## config.mk

```make
export PLATFORM = sky130hd
export DESIGN_NAME = ucode_sequencer
export DESIGN_NICKNAME = d
export VERILOG_FILES = /design/src/rtl/ucode_sequencer_pkg.sv /design/src/rtl/ucode_sequencer_loop_counter_nest.sv /design/src/rtl/ucode_sequencer.sv
export SDC_FILE = /design/constraint.sdc
export NUM_CORES = 1
export LEC_CHECK = 0
export ABC_CLOCK_PERIOD_IN_PS = 3230
export BUFFER_PORTS_ARGS = -buffer_cell sky130_fd_sc_hd__buf_2
export CAP_MARGIN = 20
export CORE_ASPECT_RATIO = 1.4
export CORE_MARGIN = 3
export CORE_UTILIZATION = 50
export DETAILED_ROUTE_END_ITERATION = 8
export GPL_TIMING_DRIVEN = 0
export PLACE_DENSITY = 0.85
export RECOVER_POWER = 50
export SLEW_MARGIN = 40
export SYNTH_ARGS = -nofsm -noshare
export SYNTH_HDL_FRONTEND = slang
export SYNTH_HIERARCHICAL = 1
export SYNTH_SLANG_ARGS = --single-unit
```

## constraint.sdc

```tcl
create_clock -name Clk -period 3.23 [get_ports Clk]
set_input_delay 0.646 -clock Clk [delete_from_list [all_inputs] [get_ports Clk]]
set_output_delay 0.646 -clock Clk [all_outputs]
set_load 0.01 [all_outputs]
```

## src/rtl/ucode_sequencer_pkg.sv

```systemverilog
// Shared definitions for the microcode sequencer: FSM states, stage bit
// positions, uCode field positions and word-width formulas.
package ucode_pkg;

    typedef enum logic [1:0] {
        S_IDLE  = 2'd0,
        S_RUN   = 2'd1,
        S_DRAIN = 2'd2
    } seq_state_t;

    // Bit index of each layer inside the one-hot Stage selector
    localparam int SB_CONV1  = 6;
    localparam int SB_MAXP   = 5;
    localparam int SB_CONV2  = 4;
    localparam int SB_CONV3  = 3;
    localparam int SB_GMAXP  = 2;
    localparam int SB_FC1    = 1;
    localparam int SB_FC2    = 0;

    // Pipeline word, LSB upward; Adder_Ctrl and Adder_Input sit above the mul field
    localparam int PL_CDONE  = 0;
    localparam int PL_ALU    = 1;
    localparam int PL_SEL    = 2;
    localparam int PL_MUXC   = 3;
    localparam int PL_MUL    = 4;

    localparam int MODE_BITS  = 9;
    localparam int WMODE_BITS = 5;

    function automatic int pipe_w(input int num_mul);
        return num_mul + 7;
    endfunction

    function automatic int data_w(input int wb, input int db);
        return wb + db + MODE_BITS + 1;
    endfunction

    function automatic int wt_w(input int hb, input int db);
        return hb + db + WMODE_BITS + 1;
    endfunction

    function automatic logic is_onehot7(input logic [6:0] s);
        return (s != 7'd0) && ((s & (s - 7'd1)) == 7'd0);
    endfunction

endpackage

```

## src/rtl/ucode_sequencer_loop_counter_nest.sv

```systemverilog
// H/W/D loop counters. H is innermost only when i_use_h is set; otherwise it
// is held at 0 and W is innermost. o_last flags the beat with every counter at max.
module loop_counter_nest #(
    parameter int HEIGHT_BITS = 4,
    parameter int WIDTH_BITS  = 9,
    parameter int DEPTH_BITS  = 5
) (
    input  logic                   i_clk,
    input  logic                   i_rst,
    input  logic                   i_clear,
    input  logic                   i_advance,
    input  logic                   i_use_h,
    input  logic [HEIGHT_BITS-1:0] i_h_max,
    input  logic [WIDTH_BITS-1:0]  i_w_max,
    input  logic [DEPTH_BITS-1:0]  i_d_max,
    output logic [HEIGHT_BITS-1:0] o_h,
    output logic [WIDTH_BITS-1:0]  o_w,
    output logic [DEPTH_BITS-1:0]  o_d,
    output logic                   o_last
);
    logic [HEIGHT_BITS-1:0] r_h;
    logic [WIDTH_BITS-1:0]  r_w;
    logic [DEPTH_BITS-1:0]  r_d;
    logic w_h_top, w_w_top, w_d_top;

    assign w_h_top = !i_use_h || (r_h == i_h_max);
    assign w_w_top = (r_w == i_w_max);
    assign w_d_top = (r_d == i_d_max);
    assign o_last  = w_h_top && w_w_top && w_d_top;
    assign o_h = r_h;
    assign o_w = r_w;
    assign o_d = r_d;

    always_ff @(posedge i_clk or posedge i_rst) begin
        if (i_rst) begin
            r_h <= '0;
            r_w <= '0;
            r_d <= '0;
        end else if (i_clear) begin
            r_h <= '0;
            r_w <= '0;
            r_d <= '0;
        end else if (i_advance) begin
            r_h <= w_h_top ? '0 : r_h + 1'b1;
            if (w_h_top)
                r_w <= w_w_top ? '0 : r_w + 1'b1;
            if (w_h_top && w_w_top)
                r_d <= w_d_top ? '0 : r_d + 1'b1;
        end
    end

endmodule

```

## src/rtl/ucode_sequencer.sv

```systemverilog
// Microcode sequencer: walks the per-layer loop nest and emits registered
// pipeline / data-read / data-write / weight-read words, one per beat.
module ucode_sequencer
    import ucode_pkg::*;
#(
    parameter int                 WIDTH_BITS    = 9,
    parameter int                 DEPTH_BITS    = 5,
    parameter int                 HEIGHT_BITS   = 4,
    parameter int                 NUM_MUL       = 6,
    parameter logic [NUM_MUL-1:0] CONV_MUL_MASK = 6'b011100,
    parameter logic [NUM_MUL-1:0] FC_MUL_MASK   = 6'b011111,
    parameter int                 FC_STRIDE     = 5,
    parameter int                 DRAIN_CYCLES  = 4
) (
    input  logic                                   Clk,
    input  logic                                   Reset,
    input  logic                                   Start,
    input  logic [6:0]                             Stage,
    input  logic [HEIGHT_BITS-1:0]                 Height_max,
    input  logic [WIDTH_BITS-1:0]                  Width_max,
    input  logic [DEPTH_BITS-1:0]                  Depth_max,
    input  logic                                   Stall,
    output logic [pipe_w(NUM_MUL)-1:0]             pipeline_uCode,
    output logic [data_w(WIDTH_BITS,DEPTH_BITS)-1:0] Data_Read_uCode,
    output logic [data_w(WIDTH_BITS,DEPTH_BITS)-1:0] Data_Write_uCode,
    output logic [wt_w(HEIGHT_BITS,DEPTH_BITS)-1:0]  Weight_Read_uCode,
    output logic                                   uCode_Valid,
    output logic                                   Busy,
    output logic                                   Done,
    output logic                                   Cfg_Error
);
    localparam int PW  = pipe_w(NUM_MUL);
    localparam int DW  = data_w(WIDTH_BITS, DEPTH_BITS);
    localparam int TW  = wt_w(HEIGHT_BITS, DEPTH_BITS);
    localparam int DCW = $clog2(DRAIN_CYCLES + 1);

    seq_state_t r_state, w_state_nxt;
    logic [6:0]             r_stage;
    logic [HEIGHT_BITS-1:0] r_hmax, w_h;
    logic [WIDTH_BITS-1:0]  r_wmax, w_w;
    logic [DEPTH_BITS-1:0]  r_dmax, w_d;
    logic [DCW-1:0]         r_drain_cnt;
    logic r_busy, r_done, r_cfg_err, r_valid;
    logic [PW-1:0] r_pipe, w_pipe;
    logic [DW-1:0] r_rd, r_wr, w_rd, w_wr;
    logic [TW-1:0] r_wt, w_wt;
    logic w_accept, w_cfg_err, w_drain_end, w_advance, w_last, w_pool;

    logic [NUM_MUL-1:0]     w_mul, w_msb;
    logic [1:0]             w_ctrl;
    logic                   w_ai, w_mux, w_cd, w_wr_en;
    logic [WIDTH_BITS-1:0]  w_rd_w, w_wr_w;
    logic [DEPTH_BITS-1:0]  w_rd_d, w_wr_d, w_wt_d;
    logic [HEIGHT_BITS-1:0] w_wt_w;

    assign w_advance = (r_state == S_RUN) && !Stall;

    loop_counter_nest #(
        .HEIGHT_BITS(HEIGHT_BITS), .WIDTH_BITS(WIDTH_BITS), .DEPTH_BITS(DEPTH_BITS)
    ) u_loops (
        .i_clk(Clk), .i_rst(Reset), .i_clear(w_accept), .i_advance(w_advance),
        .i_use_h(r_stage[SB_CONV2] | r_stage[SB_CONV3]),
        .i_h_max(r_hmax), .i_w_max(r_wmax), .i_d_max(r_dmax),
        .o_h(w_h), .o_w(w_w), .o_d(w_d), .o_last(w_last)
    );

    always_ff @(posedge Clk or posedge Reset) begin
        if (Reset) r_state <= S_IDLE;
        else       r_state <= w_state_nxt;
    end

    always_comb begin
        w_state_nxt = r_state;
        w_accept    = 1'b0;
        w_cfg_err   = 1'b0;
        w_drain_end = 1'b0;
        case (r_state)
            S_IDLE: if (Start) begin
                if (is_onehot7(Stage)) begin
                    w_accept    = 1'b1;
                    w_state_nxt = S_RUN;
                end else begin
                    w_cfg_err = 1'b1;
                end
            end
            S_RUN: if (!Stall && w_last) w_state_nxt = S_DRAIN;
            S_DRAIN: if (!Stall && r_drain_cnt == DCW'(DRAIN_CYCLES - 1)) begin
                w_drain_end = 1'b1;
                w_state_nxt = S_IDLE;
            end
            default: w_state_nxt = S_IDLE;
        endcase
    end

    // Word encoding for the beat at the current counter values
    always_comb begin
        w_msb = '0;
        w_msb[NUM_MUL-1] = 1'b1;
        w_mul = '0; w_ctrl = 2'b00; w_ai = 1'b0; w_mux = 1'b0; w_cd = 1'b0; w_wr_en = 1'b1;
        w_rd_w = '0; w_rd_d = '0; w_wr_w = '0; w_wr_d = '0; w_wt_w = '0; w_wt_d = '0;
        if (r_stage[SB_CONV1]) begin
            w_ctrl = 2'b11; w_mul = '1; w_wt_d = w_d;
            w_rd_w = w_w; w_wr_w = w_w; w_wr_d = w_d;
        end else if (r_stage[SB_MAXP]) begin
            w_mux = 1'b1; w_rd_w = {w_w[WIDTH_BITS-2:0], 1'b0}; w_rd_d = w_d;
            w_wr_w = w_w; w_wr_d = w_d;
        end else if (r_stage[SB_CONV2] || r_stage[SB_CONV3]) begin
            w_ai   = (w_h != '0);
            w_ctrl = {2{w_h == r_hmax}};
            w_mul  = CONV_MUL_MASK | ((w_h == '0) ? w_msb : '0);
            w_wt_w = w_h; w_wt_d = w_d;
            w_rd_w = w_w; w_rd_d = DEPTH_BITS'(w_h);
            w_wr_w = w_w; w_wr_d = w_d;
        end else if (r_stage[SB_GMAXP]) begin
            w_mux = 1'b1; w_rd_w = w_w; w_rd_d = w_d; w_wr_w = WIDTH_BITS'(w_d);
        end else if (r_stage[SB_FC1] || r_stage[SB_FC2]) begin
            w_ai   = (w_w != '0);
            w_ctrl = {2{w_w == r_wmax}};
            w_mul  = FC_MUL_MASK | ((w_w == '0) ? w_msb : '0);
            w_wt_w = w_w[HEIGHT_BITS-1:0];
            w_wr_w = WIDTH_BITS'(w_d);
            if (r_stage[SB_FC1]) begin
                w_wt_d = w_d;
                w_rd_w = WIDTH_BITS'(w_w * FC_STRIDE);
            end else begin
                w_wr_en = 1'b0;
                w_cd    = w_last;
            end
        end
    end

    always_comb begin
        w_pipe = '0;
        w_pipe[PL_CDONE] = w_cd;
        w_pipe[PL_ALU]   = w_mux;
        w_pipe[PL_SEL]   = w_mux;
        w_pipe[PL_MUXC]  = w_mux;
        w_pipe[PL_MUL +: NUM_MUL]       = w_mul;
        w_pipe[PL_MUL + NUM_MUL +: 2]   = w_ctrl;
        w_pipe[PL_MUL + NUM_MUL + 2]    = w_ai;
    end

    assign w_pool = r_stage[SB_MAXP] | r_stage[SB_GMAXP];
    assign w_rd = {w_rd_w, w_rd_d, 2'b00, r_stage, 1'b1};
    assign w_wr = {w_wr_w, w_wr_d, 2'b00, r_stage, w_wr_en};
    assign w_wt = w_pool ? '0 : {w_wt_w, w_wt_d, r_stage[WMODE_BITS-1:0], 1'b1};

    always_ff @(posedge Clk or posedge Reset) begin
        if (Reset) begin
            r_stage <= '0; r_hmax <= '0; r_wmax <= '0; r_dmax <= '0;
            r_drain_cnt <= '0; r_busy <= 1'b0; r_done <= 1'b0; r_cfg_err <= 1'b0;
            r_pipe <= '0; r_rd <= '0; r_wr <= '0; r_wt <= '0; r_valid <= 1'b0;
        end else begin
            r_done    <= w_drain_end;
            r_cfg_err <= w_cfg_err;
            if (w_accept) begin
                r_busy  <= 1'b1;
                r_stage <= Stage;
                r_hmax  <= Height_max;
                r_wmax  <= Width_max;
                r_dmax  <= Depth_max;
            end else if (w_drain_end) begin
                r_busy <= 1'b0;
            end
            if (r_state != S_DRAIN) r_drain_cnt <= '0;
            else if (!Stall)        r_drain_cnt <= r_drain_cnt + 1'b1;
            // Stall freezes the words in flight; IDLE is already all-zero
            if (!(Stall && r_state != S_IDLE)) begin
                r_valid <= w_advance;
                r_pipe  <= w_advance ? w_pipe : '0;
                r_rd    <= w_advance ? w_rd   : '0;
                r_wr    <= w_advance ? w_wr   : '0;
                r_wt    <= w_advance ? w_wt   : '0;
            end
        end
    end

    assign pipeline_uCode    = r_pipe;
    assign Data_Read_uCode   = r_rd;
    assign Data_Write_uCode  = r_wr;
    assign Weight_Read_uCode = r_wt;
    assign uCode_Valid       = r_valid;
    assign Busy              = r_busy;
    assign Done              = r_done;
    assign Cfg_Error         = r_cfg_err;

endmodule

```

==> impl_metrics.env <==
export IMPL_synth_common_cells="dfrtp_1 (110), nand2_1 (51), nor2_1 (39)"
export IMPL_met2_length_um=7600
export IMPL_cts_tree="yes"
export IMPL_grt_total_usage_pct=22.7
export IMPL_finalSetupViolCount=0
export IMPL_ys_ff_latch=110
export IMPL_yosys_warnings=6
export IMPL_synth_seq_area_share_pct=47.6
export IMPL_async_flop_share_pct=100
export IMPL_dieArea_sq_mm=0.0129
export IMPL_grt_pass1_vias=4831
export IMPL_synthTopCellsByArea="dfrtp_1 (48%), a22o_1 (5.0%), mux2_4 (4.4%)"
export IMPL_drive_gt1_share_pct=22.5
export IMPL_hold_viol=0
export IMPL_register_area_sq_mm=0.00275
export IMPL_cts_buffers=9
export IMPL_tightest_slew_ns=1.88
export IMPL_pwr_share_seq_pct=41.3
export IMPL_comb_power_share_pct=36.8
export IMPL_cts_sinks=110
export IMPL_firstDrtPassIters=5
export IMPL_cp_startpoint="Stage[1]"
export IMPL_maxSlewHeadroom_pct=-25.7
export IMPL_clockBufferDepth=2
export IMPL_clock_skew_ns=0.00579
export IMPL_m1WireLength_um=5420
export IMPL_drcViolationCount=0
export IMPL_leakagePower_nw=3.28
export IMPL_min_period_ns=3.04
export IMPL_die_w_um=96.9
export IMPL_die_h_um=133
export IMPL_dp_worst_setup_slack_ns=-0.113
export IMPL_crit_fanout=10
export IMPL_clkLatencyLatePin_ns=0.35
export IMPL_cts_max_level=3
export IMPL_clkTransAtPathRegs_ns=0.07
export IMPL_clkPwrFrac_pct=21.9
export IMPL_synth_most_common_cell="dfrtp_1"
export IMPL_layout_setup_ws_ns=0.193
export IMPL_ctsHoldBuffers=0
export IMPL_fin_crit_sh_pct=94.0
export IMPL_end_kind="flop"
export IMPL_ant_nets=0
export IMPL_cellPowerDensity_mw_per_mm2=777
export IMPL_synth_top_area_share_pct=47.6
export IMPL_area_growth_pct=16.9
export IMPL_core_area_sq_mm=0.0111
export IMPL_netlist_top_cell_by_area="dfrtp_1"
export IMPL_synthCells=546
export IMPL_dp_hpwl_um=10800
export IMPL_vias_per_cell=5.93
export IMPL_tns_ns=0
export IMPL_overflow=0
export IMPL_diodes=0
export IMPL_grt_pass1_wl_um=23800
export IMPL_antenna_found_initial=0
export IMPL_postSynthAreaPerCell_sq_um=10.6
export IMPL_port_buffers=103
export IMPL_fillers=907
export IMPL_ys_types=58
export IMPL_root_buffer="clkbuf_16"
export IMPL_worst_setup_path_start_kind="input port"
export IMPL_vias=4800
export IMPL_vdd_ir_drop_max_v=0.000352
export IMPL_r2r_start="r_state[1]"
export IMPL_cts_resized=0
export IMPL_wl_per_cell_um=18.1
export IMPL_critPathKind="input port to flop"
export IMPL_violations="capacitance limit, slew limit"
export IMPL_grt_max_degree=49
export IMPL_cts_setup_buffers=0
export IMPL_fmax_ghz=0.329
export IMPL_rsz0062_at_grt="false"
export IMPL_start_util_pct=52.1
export IMPL_hold_class="input port to async pin"
export IMPL_multi_input_area_sq_mm=0.00274
export IMPL_synth_edf_count=0
export IMPL_slew_violations=46
export IMPL_gp_congestion=0.944
export IMPL_p_sw_share_pct=38.5
export IMPL_maxCapViolCount=1
export IMPL_wl_met3_um=1010
export IMPL_fp_row_count=45
export IMPL_required_ns=3.46
export IMPL_arrival_ns=3.27
export IMPL_intPower_mw=3.22
export IMPL_status="complete, but fails checks"
export IMPL_top_layer="met4"
export IMPL_ios=109
export IMPL_totalWireLength_um=14700
export IMPL_p_sw_mw=2.02
export IMPL_drtIter0Drc=258
export IMPL_yosys_most_used_dff="dfrtp_1"
export IMPL_netlist_area_sq_mm=0.00578
export IMPL_finalNetCount=710
-- sequential cells by signal, indices dropped and copies added (netlist names) --
signal / cells
Data_Read_uCode: 22
Data_Write_uCode: 15
Weight_Read_uCode: 15
r_wmax: 9
u_loops/o_w: 9
pipeline_uCode: 7
r_stage: 7
r_dmax: 5
u_loops/o_d: 5
r_hmax: 4
u_loops/o_h: 4
r_drain_cnt: 3
r_state: 2
Busy: 1
Cfg_Error: 1
Done: 1
-- placed cells by master (no fill, tap or decap), types with 12 or more instances in the layout --
cell type    n
a21oi_1     13
ha_1        16
nor2_1      39
dfrtp_1    110
buf_4       18
clkbuf_1    53
xnor2_1     12
a22o_1      33
buf_2       73
a22oi_1     13
xor2_1      29
mux2_4      17
o21ai_0     37
nand2_1     51
-- worst max-delay path, cell delays in order --
cell and delay (ns):
buf_2 0.13, nor4_4 0.29, mux2i_1 0.25, a21oi_2 0.10
nand3_4 0.20, buf_6 0.22, inv_1 0.05, clkbuf_1 0.23
a21oi_2 0.36, clkbuf_1 0.40, nor2_1 0.11, a32o_1 0.28
-- power by group through the flow --
stage          Combinational, mW  Clock, mW  Sequential (mW)
3_3_place_gp                1.87          0             2.15
2_1_floorplan               1.30          0             2.12
6_report                    1.93       1.15             2.17
5_1_grt                     2.11       1.22             2.20
3_5_place_dp                1.93          0             2.17
4_1_cts                     1.95       1.16             2.14
-- through the flow --
stage                     power [mW]  instance area, sq um  utilization [%]  cells  hold WS [ns]
final                           5.25                  6750             60.9    809         0.407
after detailed placement        4.10                  6510             58.7    794         0.463
after global placement          4.02                  6480             58.4    793         0.456
after CTS                       5.25                  6820             61.5    809         0.330
after floorplan                 3.41                  5790                -    549         0.484
after global routing            5.53                  6750             60.9    809         0.451
-- final timing paths --
check | to | slack (ns) | depth (start not counted)
worst max-delay path | u_loops/o_d[1] | 0.19 | 12
worst min-delay path | u_loops/o_w[1] | 0.41 | 2
worst max register to register | u_loops/o_d[1] | 0.36 | 11
worst min register to register | Weight_Read_uCode[10] | 0.48 | 2
max in group asynchronous | Weight_Read_uCode[0] | 0.61 | 3
min in group Clk | Weight_Read_uCode[10] | 0.48 | 2
-- logic make-up after synthesis --
group | Yosys count | synth area share (%)
adder cells (fa/ha/maj) | 17 | 3.81
other | 1 | 0.0649
AO/OA/AOI/OAI | 141 | 17.7
XOR/XNOR | 41 | 6.21
multiplexers | 28 | 6.52
AND/OR/NAND/NOR | 151 | 12.9
flip-flops | 110 | 47.6
buffers and inverters | 57 | 5.22
-- final cells by class --
cell class | count | share of cell area [%]
sequential | 110 | 40.8
clock buffer | 10 | 3.39
tap | 141 | 2.61
multi-input combinational | 382 | 40.6
clock inverter | 5 | 1.11
buffer | 45 | 3.80
timing repair buffer | 104 | 7.08
inverter | 12 | 0.686
-- layer usage --
layer | up-vias | GRT usage [%]
met5 | - | 0
met4 | 0 | 11.9
met3 | 59 | 4.82
met2 | 234 | 40.5
met1 | 2337 | 25.3
li1 | 2170 | -
Note: power is estimated with default switching activity, not from simulation.
